**config.mk**
```make
export PLATFORM = sky130hd
export DESIGN_NAME = sc_generator_obstacle_rows
export DESIGN_NICKNAME = d
export VERILOG_FILES = /design/src/rtl/sc_generator_obstacle_rows.sv
export SDC_FILE = /design/constraint.sdc
export NUM_CORES = 1
export LEC_CHECK = 0
export ABC_AREA = 1
export BUFFER_PORTS_ARGS = -buffer_cell sky130_fd_sc_hd__buf_2
export CORE_UTILIZATION = 61
export DETAILED_ROUTE_END_ITERATION = 16
export GPL_TIMING_DRIVEN = 0
export PLACE_DENSITY = 0.8
export SLEW_MARGIN = 20
export SYNTH_ARGS = -nofsm -noshare
export SYNTH_HDL_FRONTEND = slang
export SYNTH_HIERARCHICAL = 1
export SYNTH_SLANG_ARGS = --single-unit
export TNS_END_PERCENT = 5
```
**constraint.sdc**
```tcl
create_clock -name SC_GENERATOR_OBSTACLE_ROWS_CLOCK_50 -period 3.2 [get_ports SC_GENERATOR_OBSTACLE_ROWS_CLOCK_50]
set_clock_uncertainty 0.05 [all_clocks]
set_input_delay 0.48 -clock SC_GENERATOR_OBSTACLE_ROWS_CLOCK_50 [delete_from_list [all_inputs] [get_ports SC_GENERATOR_OBSTACLE_ROWS_CLOCK_50]]
set_output_delay 0.48 -clock SC_GENERATOR_OBSTACLE_ROWS_CLOCK_50 [all_outputs]
set_load 0.02 [all_outputs]
```
**src/rtl/sc_generator_obstacle_rows.sv**
```systemverilog
// Obstacle-row generator: a free-running Galois LFSR feeds WIDTH-lane rows on each
// scroll tick. Density and spacing follow the level, and every full row keeps one lane open.

module sc_gor_lane (
  input  logic       i_r0,
  input  logic       i_r1,
  input  logic       i_r2,
  input  logic [1:0] i_level,
  input  logic       i_gap_zero,
  output logic       o_cand
);
  always_comb begin
    o_cand = 1'b0;
    if (i_gap_zero) begin
      case (i_level)
        2'd0:    o_cand = i_r0 & i_r1 & i_r2;
        2'd1:    o_cand = i_r0 & i_r1;
        default: o_cand = i_r0;
      endcase
    end
  end
endmodule

module sc_generator_obstacle_rows #(
  parameter int                WIDTH  = 8,
  parameter int                LFSR_W = 32,
  parameter logic [LFSR_W-1:0] TAPS   = 32'h80200003,
  parameter logic [LFSR_W-1:0] SEED   = 32'h1ACE_B00C,
  parameter int                CNT_W  = 16
) (
  input  logic             SC_GENERATOR_OBSTACLE_ROWS_CLOCK_50,
  input  logic             SC_GENERATOR_OBSTACLE_ROWS_RESET_InHigh,
  input  logic             SC_GENERATOR_OBSTACLE_ROWS_START_InLow,
  input  logic             SC_GENERATOR_OBSTACLE_ROWS_STOP_InLow,
  input  logic             SC_GENERATOR_OBSTACLE_ROWS_DOWN_InLow,
  input  logic [1:0]       SC_GENERATOR_OBSTACLE_ROWS_LEVEL_InBus,
  output logic [WIDTH-1:0] SC_GENERATOR_OBSTACLE_ROWS_Row_OutBus,
  output logic             SC_GENERATOR_OBSTACLE_ROWS_RowValid_Out,
  output logic [CNT_W-1:0] SC_GENERATOR_OBSTACLE_ROWS_RowCount_OutBus,
  output logic             SC_GENERATOR_OBSTACLE_ROWS_Running_Out
);
  localparam int                PW      = (WIDTH > 1) ? $clog2(WIDTH) : 1;
  localparam logic [LFSR_W-1:0] SEED_NZ = (SEED == '0) ? LFSR_W'(1) : SEED;

  typedef enum logic {IDLE, RUN} state_t;

  state_t            r_state;
  logic [LFSR_W-1:0] r_lfsr, w_lfsr_nxt;
  logic              r_down_d, w_tick;
  logic [1:0]        r_gap;
  logic [PW-1:0]     r_ptr, w_ptr_nxt;
  logic [WIDTH-1:0]  w_cand, w_row, r_row;
  logic              w_full, w_gap_zero;
  logic              r_valid, r_running;
  logic [CNT_W-1:0]  r_cnt;

  assign w_lfsr_nxt = r_lfsr[0] ? ((r_lfsr >> 1) ^ TAPS) : (r_lfsr >> 1);
  assign w_tick     = r_down_d & ~SC_GENERATOR_OBSTACLE_ROWS_DOWN_InLow;
  assign w_gap_zero = (r_gap == 2'd0);
  assign w_full     = &w_cand;
  assign w_ptr_nxt  = (r_ptr == PW'(WIDTH-1)) ? '0 : r_ptr + 1'b1;

  // Lane i draws from bit i of each of the three low LFSR slices.
  for (genvar i = 0; i < WIDTH; i++) begin : g_lane
    sc_gor_lane u_lane (
      .i_r0      (r_lfsr[i]),
      .i_r1      (r_lfsr[WIDTH+i]),
      .i_r2      (r_lfsr[2*WIDTH+i]),
      .i_level   (SC_GENERATOR_OBSTACLE_ROWS_LEVEL_InBus),
      .i_gap_zero(w_gap_zero),
      .o_cand    (w_cand[i])
    );
    assign w_row[i] = w_cand[i] & ~(w_full && (r_ptr == PW'(i)));
  end

  always_ff @(posedge SC_GENERATOR_OBSTACLE_ROWS_CLOCK_50) begin
    if (SC_GENERATOR_OBSTACLE_ROWS_RESET_InHigh) begin
      r_state   <= IDLE;
      r_lfsr    <= SEED_NZ;
      r_down_d  <= 1'b1;
      r_gap     <= '0;
      r_ptr     <= '0;
      r_row     <= '0;
      r_valid   <= 1'b0;
      r_cnt     <= '0;
      r_running <= 1'b0;
    end else begin
      r_lfsr   <= w_lfsr_nxt;
      r_down_d <= SC_GENERATOR_OBSTACLE_ROWS_DOWN_InLow;
      r_valid  <= 1'b0;
      case (r_state)
        IDLE: begin
          // STOP dominates a simultaneous START.
          if (SC_GENERATOR_OBSTACLE_ROWS_STOP_InLow && !SC_GENERATOR_OBSTACLE_ROWS_START_InLow) begin
            r_state   <= RUN;
            r_running <= 1'b1;
            r_cnt     <= '0;
            r_gap     <= '0;
            r_ptr     <= '0;
          end
        end
        RUN: begin
          if (!SC_GENERATOR_OBSTACLE_ROWS_STOP_InLow) begin
            r_state   <= IDLE;
            r_running <= 1'b0;
          end else if (w_tick) begin
            r_row   <= w_row;
            r_valid <= 1'b1;
            r_cnt   <= r_cnt + 1'b1;
            r_ptr   <= w_ptr_nxt;
            if (!w_gap_zero)
              r_gap <= r_gap - 1'b1;
            else if (|w_cand)
              r_gap <= 2'd3 - SC_GENERATOR_OBSTACLE_ROWS_LEVEL_InBus;
          end
        end
        default: r_state <= IDLE;
      endcase
    end
  end

  assign SC_GENERATOR_OBSTACLE_ROWS_Row_OutBus      = r_row;
  assign SC_GENERATOR_OBSTACLE_ROWS_RowValid_Out    = r_valid;
  assign SC_GENERATOR_OBSTACLE_ROWS_RowCount_OutBus = r_cnt;
  assign SC_GENERATOR_OBSTACLE_ROWS_Running_Out     = r_running;
endmodule

```
Word-level counts from Yosys, hierarchy flattened --
Index checks and enable logic that the tools add are counted.
Operators by class: muxes and demuxes 39, add/subtract/negate cells 4, bitwise operators 38, reductions and logical operators 21, $mul 0, order comparisons 0, equality and inequality tests 13, divide/modulo/power cells 0, shift operators 0
Operators by type and width (number):
- two-way mux 16 bit | 3
- one-hot mux 16 bit (2 select lines) | 1
- bitwise AND 1 bit | 25
- two-way mux 22 bit | 1
- one-hot mux 1 bit (2 select lines) | 10
- adder 16 x 1 -> 16 bit (second input constant) | 1
- two-way mux 1 bit | 13
- == test 3 bit (second input constant) | 4
- two-way mux 3 bit | 4
- inverter 1 bit | 12
- two-way mux 2 bit | 5
- logical AND 1 bit | 9
- AND reduction 8 bit | 1
- OR reduction 8 bit | 1
- == test 3 x 2 -> 1 bit (second input constant) | 2
- != test 2 bit (second input constant) | 3
- one-hot mux 3 bit (2 select lines) | 1
- AND reduction 3 bit | 2
- logical NOT 2 bit | 2
- inverter 3 -> 4 bit | 1
- one-hot mux 2 bit (2 select lines) | 1
- AND reduction 4 bit | 1
- adder 3 x 1 -> 3 bit (second input constant) | 1
- == test 3 x 1 -> 1 bit (second input constant) | 1
- 10 further kinds | 10
Storage, ports and cells: bits in latches 0, logic and storage cells 125, bits in read-only memories 0, memories kept 0, bits of input ports 7, memory bits (writable) 0, bits in registers 65

Longest topological paths before layout --
depth after elaboration 10, mapped depth 12, gate-level depth less buffers 12

Cells and area by module --
Netlist, hierarchy kept.
By module, submodules not included:
- sc_generator_obstacle_rows | times used 1, cells each 332, area each 2601.2 um2, seq. area each 1301.2 um2
- sc_gor_lane | times used 8, cells each 4, area each 17.5 um2, seq. area each 0.0 um2

Worst setup path before layout --
Ideal clock, no wire load.
kind reg2reg, from reg r_gap[1], to reg r_row[0] (netlist: SC_GENERATOR_OBSTACLE_ROWS_Row_OutBus[0]), required time 3.031 ns, setup time 0.119 ns, setup slack 1.593 ns, arrival 1.437 ns, cell stages (with the launch flop) 11, path buffers 0, cell sequence dfxtp_1 > inv_1 > nand2_1 > inv_1 > nand2_1 > a21oi_1 > nand2_1 > nor2_1 > nand4_1 > nand2_1 > a21oi_1
Between the ends: longest elaborated chain between the ends 6, elaborated cells on any way between the ends 13, those cells by class 8 x mux; 2 x bitwise; 3 x reduce/logical
Ends and longest elaborated chain:
- from (decl) | line 50 | logic [1:0] r_gap;
- from (signal assigned) | line 112 | r_gap <= r_gap - 1'b1;
- from (signal assigned) | line 114 | r_gap <= 2'd3 - SC_GENERATOR_OBSTACLE_ROWS_LEVEL_InBus;
- logical NOT 2 bit (*) | line 59 | assign w_gap_zero = (r_gap == 2'd0);
- net w_gap_zero | line 53 | logic w_full, w_gap_zero;
- two-way mux 1 bit (*) | line 14 | if (i_gap_zero) begin
- net w_cand[0] | line 52 | logic [WIDTH-1:0] w_cand, w_row, r_row;
- AND reduction 8 bit | line 60 | assign w_full = &w_cand;
- logical AND 1 bit | line 73 | assign w_row[i] = w_cand[i] & ~(w_full && (r_ptr == PW'(i)));
- inverter 1 bit | line 73
- bitwise AND 1 bit (*) | line 73
- to (signal assigned) | line 107 | r_row <= w_row;
- to (decl) | line 52
The timed path passes the listed nets; every way through them passes the cells marked *. A chain may end at the register's enable or synchronous reset.

Final worst setup path --
from reg r_gap[1], to reg r_row[6] (netlist: SC_GENERATOR_OBSTACLE_ROWS_Row_OutBus[6])
Between the ends: longest elaborated chain between the ends 6, elaborated cells on any way between the ends 13, those cells by class 8 x mux; 2 x bitwise; 3 x reduce/logical
Ends and longest elaborated chain (line):
- logical NOT 2 bit | 59
- net w_gap_zero | 53
- two-way mux 1 bit | 14
- net w_cand[0] | 52
- AND reduction 8 bit | 60
- logical AND 1 bit | 73
- inverter 1 bit | 73
- bitwise AND 1 bit | 73
The timed path passes the listed nets, and every way through them passes these cells.

==> results <==
- The x dimension of the die is 69.0 um.
- The placeable core region is approximately 4300 um2.
- The instance area at placement is 2970 um2.
- The floorplan has 24 rows.
- Of the available clock period, the critical path in the final layout requires 0.623.
- Setup repair after global routing left no endpoint under its margin.
- The number of max-cap violations is 0.
- Synthesis produced a netlist whose cell count is between 300 and 400.
- The antenna cell count is 0.
- Summed over all failing endpoints, the final setup total negative slack is 0 ns.
- The global placement routability congestion is 0.836.
- The design area is 3160 um2.
- The aggregate routed wire length is around 5.7 mm.
- For this run, design rule violations remaining after detail routing come to 0.
- IR analysis of the VDD net gives a maximum drop of 0.000386 V.
- The number of global-route vias before repair came to ~2,300.
- The worst setup path is captured at a flip-flop.
- The Yosys step of the flow raised 6 warnings.
- The share of post-route cells with drive strength above 1 is 0.187.
- The mapped netlist covers 2740 um2.
- The die area is 4770 um2.
- The estimated wirelength of the detail-placed design is 4.06 mm.
- The run finished with clean final reports.
- The number of hold buffers added after CTS is 0.
- In the global route stage, overall resource usage came out at 0.265.
- Of all nets on the critical path, the largest fanout is 8.
- The initial antenna violation count is 0.
- Summing all multi-input logic gate instances after layout gives 1190 um2.
- The number of nets in the synthesized netlist is approximately 380.
- The total global routing overflow is 0.
- The clock transition at the register clock pins on the worst setup and hold paths after CTS is 0.07 ns.
- The analysis attributes to cell leakage a power of 1.45 nW.
- The post-layout instance count excluding filler cells is 464.
- STA puts the critical path data arrival time at roughly 2.2 ns.
- TritonCTS built the clock tree.
- The maximum clock frequency is 502 MHz.
- The placed cell count is 448.
- For this run, the detailed router's first-pass iteration total came to 4.
- Setup violations remaining at the end of the flow were counted as 0.
- The total of fill cells in the finished design is 335.
- The TritonCTS buffer count is 9.
- The total power consumption of the routed design is 1.65 mW.
- The internal reg-to-reg setup slack is 1.21 ns.
- The type of the setup path with the least slack is reg -> reg.
- The top-level I/O count is 33.
- In the final layout, flip-flops and latches occupy 1300 um2.
- The cell sitting at the root of the clock tree is a clkbuf_8.
- The routed design could run at a clock period as short as 1.99 ns.
- The type of the worst min-delay path is in -> reg.
- In this run the power density over the cells is 524 nW/um2.
- The average size of a mapped cell is between 7 and 8 um2.
- In this run the remaining antenna-violating nets after routing total 0.
- The slew at the pin closest to its max-slew limit is between 0.4 and 0.5 ns.
- Using the TritonRoute via totals, the vias-per-cell ratio works out to 5.17.
- The worst setup path is launched from a flip-flop.
- The number of buffers on the longest clock path is 2.
- The average detailed-routed wire length per instance is around 12 um.
- In this run the tool buffered the top-level ports with 32 buffer cells.
- The total number of nets in the final design is 421.
- The clock insertion delay at the later pin of the skew report is 0.34 ns.
- The post-CTS setup-driven buffer insertion count is 0.
- The H-tree depth reported by CTS is 3.
- The vertical extent of the die is 69.0 um.
- The register bit total from synthesis is 65.
- Relative to the synthesized area, the layout overhead comes to 15.2%.
- The global-route wire length before repair is 9.99 mm.
- The number of max-slew violations in the final report was 0.
- The worst pin sits at a relative slew slack of 0.680.
- In this run, the number of DRC markers left after iteration 0 of detailed routing was about 170.
- The number of distinct library cells after synthesis is 27.
- The count of endpoints failing hold in the final timing report came to 0.
- STA puts the critical path data required time at 3.38 ns.
- Entering global routing, the biggest net connects 11 pins.
- Summing over every cut layer, the via total after detailed routing is roughly 2,400.
- For this configuration, the core starts out at a cell density of 0.634.
- The number of sinks on the clock net is 65.
- The count of cells resized by post-cts repair is 0.
- The post-layout utilization of the core is 0.731.
- The sequential-to-total area share from yosys stat is 0.475.
[routing by layer]
metal  track usage  routed length (um)  vias to the layer above
met5             0                   0                        -
met4         0.113                 107                        0
met3        0.0980                 316                       12
met2         0.413                2620                       60
met1         0.328                2680                     1089
li1              -                   -                     1239
[path summary, 6_finish.rpt]
kind                                              start                                       end  cells past startpoint
setup / recovery                               r_gap[1]  SC_GENERATOR_OBSTACLE_ROWS_Row_OutBus[6]                     10
hold / removal    SC_GENERATOR_OBSTACLE_ROWS_DOWN_InLow                                  r_down_d                      2
setup reg to reg                               r_gap[1]  SC_GENERATOR_OBSTACLE_ROWS_Row_OutBus[6]                     10
hold reg to reg                              r_lfsr[31]                                r_lfsr[30]                      2
[kinds of logic (layout without fill, tap and decap cells)]
| group | count (synthesis) | in the layout | share of synthesized area |
|---|---|---|---|
| xor gates and xnor gates | 3 | 3 | 0.00959 |
| DFF | 65 | 65 | 0.475 |
| buffers and inverters | 61 | 109 | 0.0917 |
| adders and majority gates | 7 | 7 | 0.0319 |
| and+or+nand+nor | 170 | 170 | 0.277 |
| AOI/OAI and AO/OA | 58 | 58 | 0.115 |
[cell usage after synthesis (all sizes together)]
| master | n | share of area |
|---|---|---|
| nand2 | 70 | 0.10 |
| dfxtp | 65 | 0.47 |
| nor2 | 55 | 0.076 |
| inv | 52 | 0.071 |
| a21oi | 30 | 0.059 |
| o21ai | 23 | 0.042 |
| or2 | 15 | 0.034 |
| nand3 | 14 | 0.026 |
| nand4 | 11 | 0.025 |
| ha | 7 | 0.032 |
| clkbuf | 5 | 0.0068 |
| buf | 4 | 0.014 |
| nor3 | 3 | 0.0055 |
| xnor2 | 3 | 0.0096 |
| nand3b | 2 | 0.0068 |
| o21bai | 2 | 0.0068 |
| o31ai | 2 | 0.0055 |
| a31oi | 1 | 0.0023 |
[area by class of cell]
class / count / area share
Timing Repair Buffer: 32 / 0.0507
Inverter: 52 / 0.0618
Buffer: 9 / 0.0178
Sequential cell: 65 / 0.412
Clock inverter: 2 / 0.00317
Multi-Input combinational cell: 238 / 0.376
Clock buffer: 14 / 0.0578
Tap cell: 52 / 0.0206
[layout by cell type (no fill, tap or decap), drive strengths merged, types with 3 or more instances in the layout]
master and instances:
nand2 70, dfxtp 65, nor2 55, inv 52, buf 36, a21oi 30, o21ai 23, clkbuf 19
or2 15, nand3 14, nand4 11, ha 7, nor3 3, xnor2 3
[worst max-delay path: stages, from the launching register on]
cell and delay [ns]:
dfxtp_1 0.34, inv_1 0.08, nand2_1 0.06, inv_1 0.17
nand2_1 0.08, a21oi_1 0.27, nand2_1 0.09, nor2_1 0.39
nand4_1 0.17, nand2_1 0.11, a21oi_1 0.07
[power by group]
| part | internal, mW | switching [mW] | total (mW) |
|---|---|---|---|
| clock | 0.364 | 0.297 | 0.660 |
| combinational | 0.0500 | 0.0787 | 0.129 |
| sequential | 0.843 | 0.0221 | 0.865 |
| total | 1.26 | 0.397 | 1.65 |
[sequential cells by signal, summed over array words and instances, names as in the netlist]
name                                        cells
SC_GENERATOR_OBSTACLE_ROWS_Row_OutBus           8
r_ptr                                           3
SC_GENERATOR_OBSTACLE_ROWS_RowValid_Out         1
r_gap                                           2
r_state                                         1
SC_GENERATOR_OBSTACLE_ROWS_Running_Out          1
SC_GENERATOR_OBSTACLE_ROWS_RowCount_OutBus     16
r_down_d                                        1
r_lfsr                                         32
[through the flow]
stage / hold slack, ns / setup slack [ns]
finish: 0.291 / 1.21
global route: 0.288 / 0.975
global placement: 0.342 / 1.23
detailed placement: 0.343 / 1.16
floorplan: 0.338 / 1.59
CTS: 0.285 / 1.22
Power figures use the tool's default switching activity.
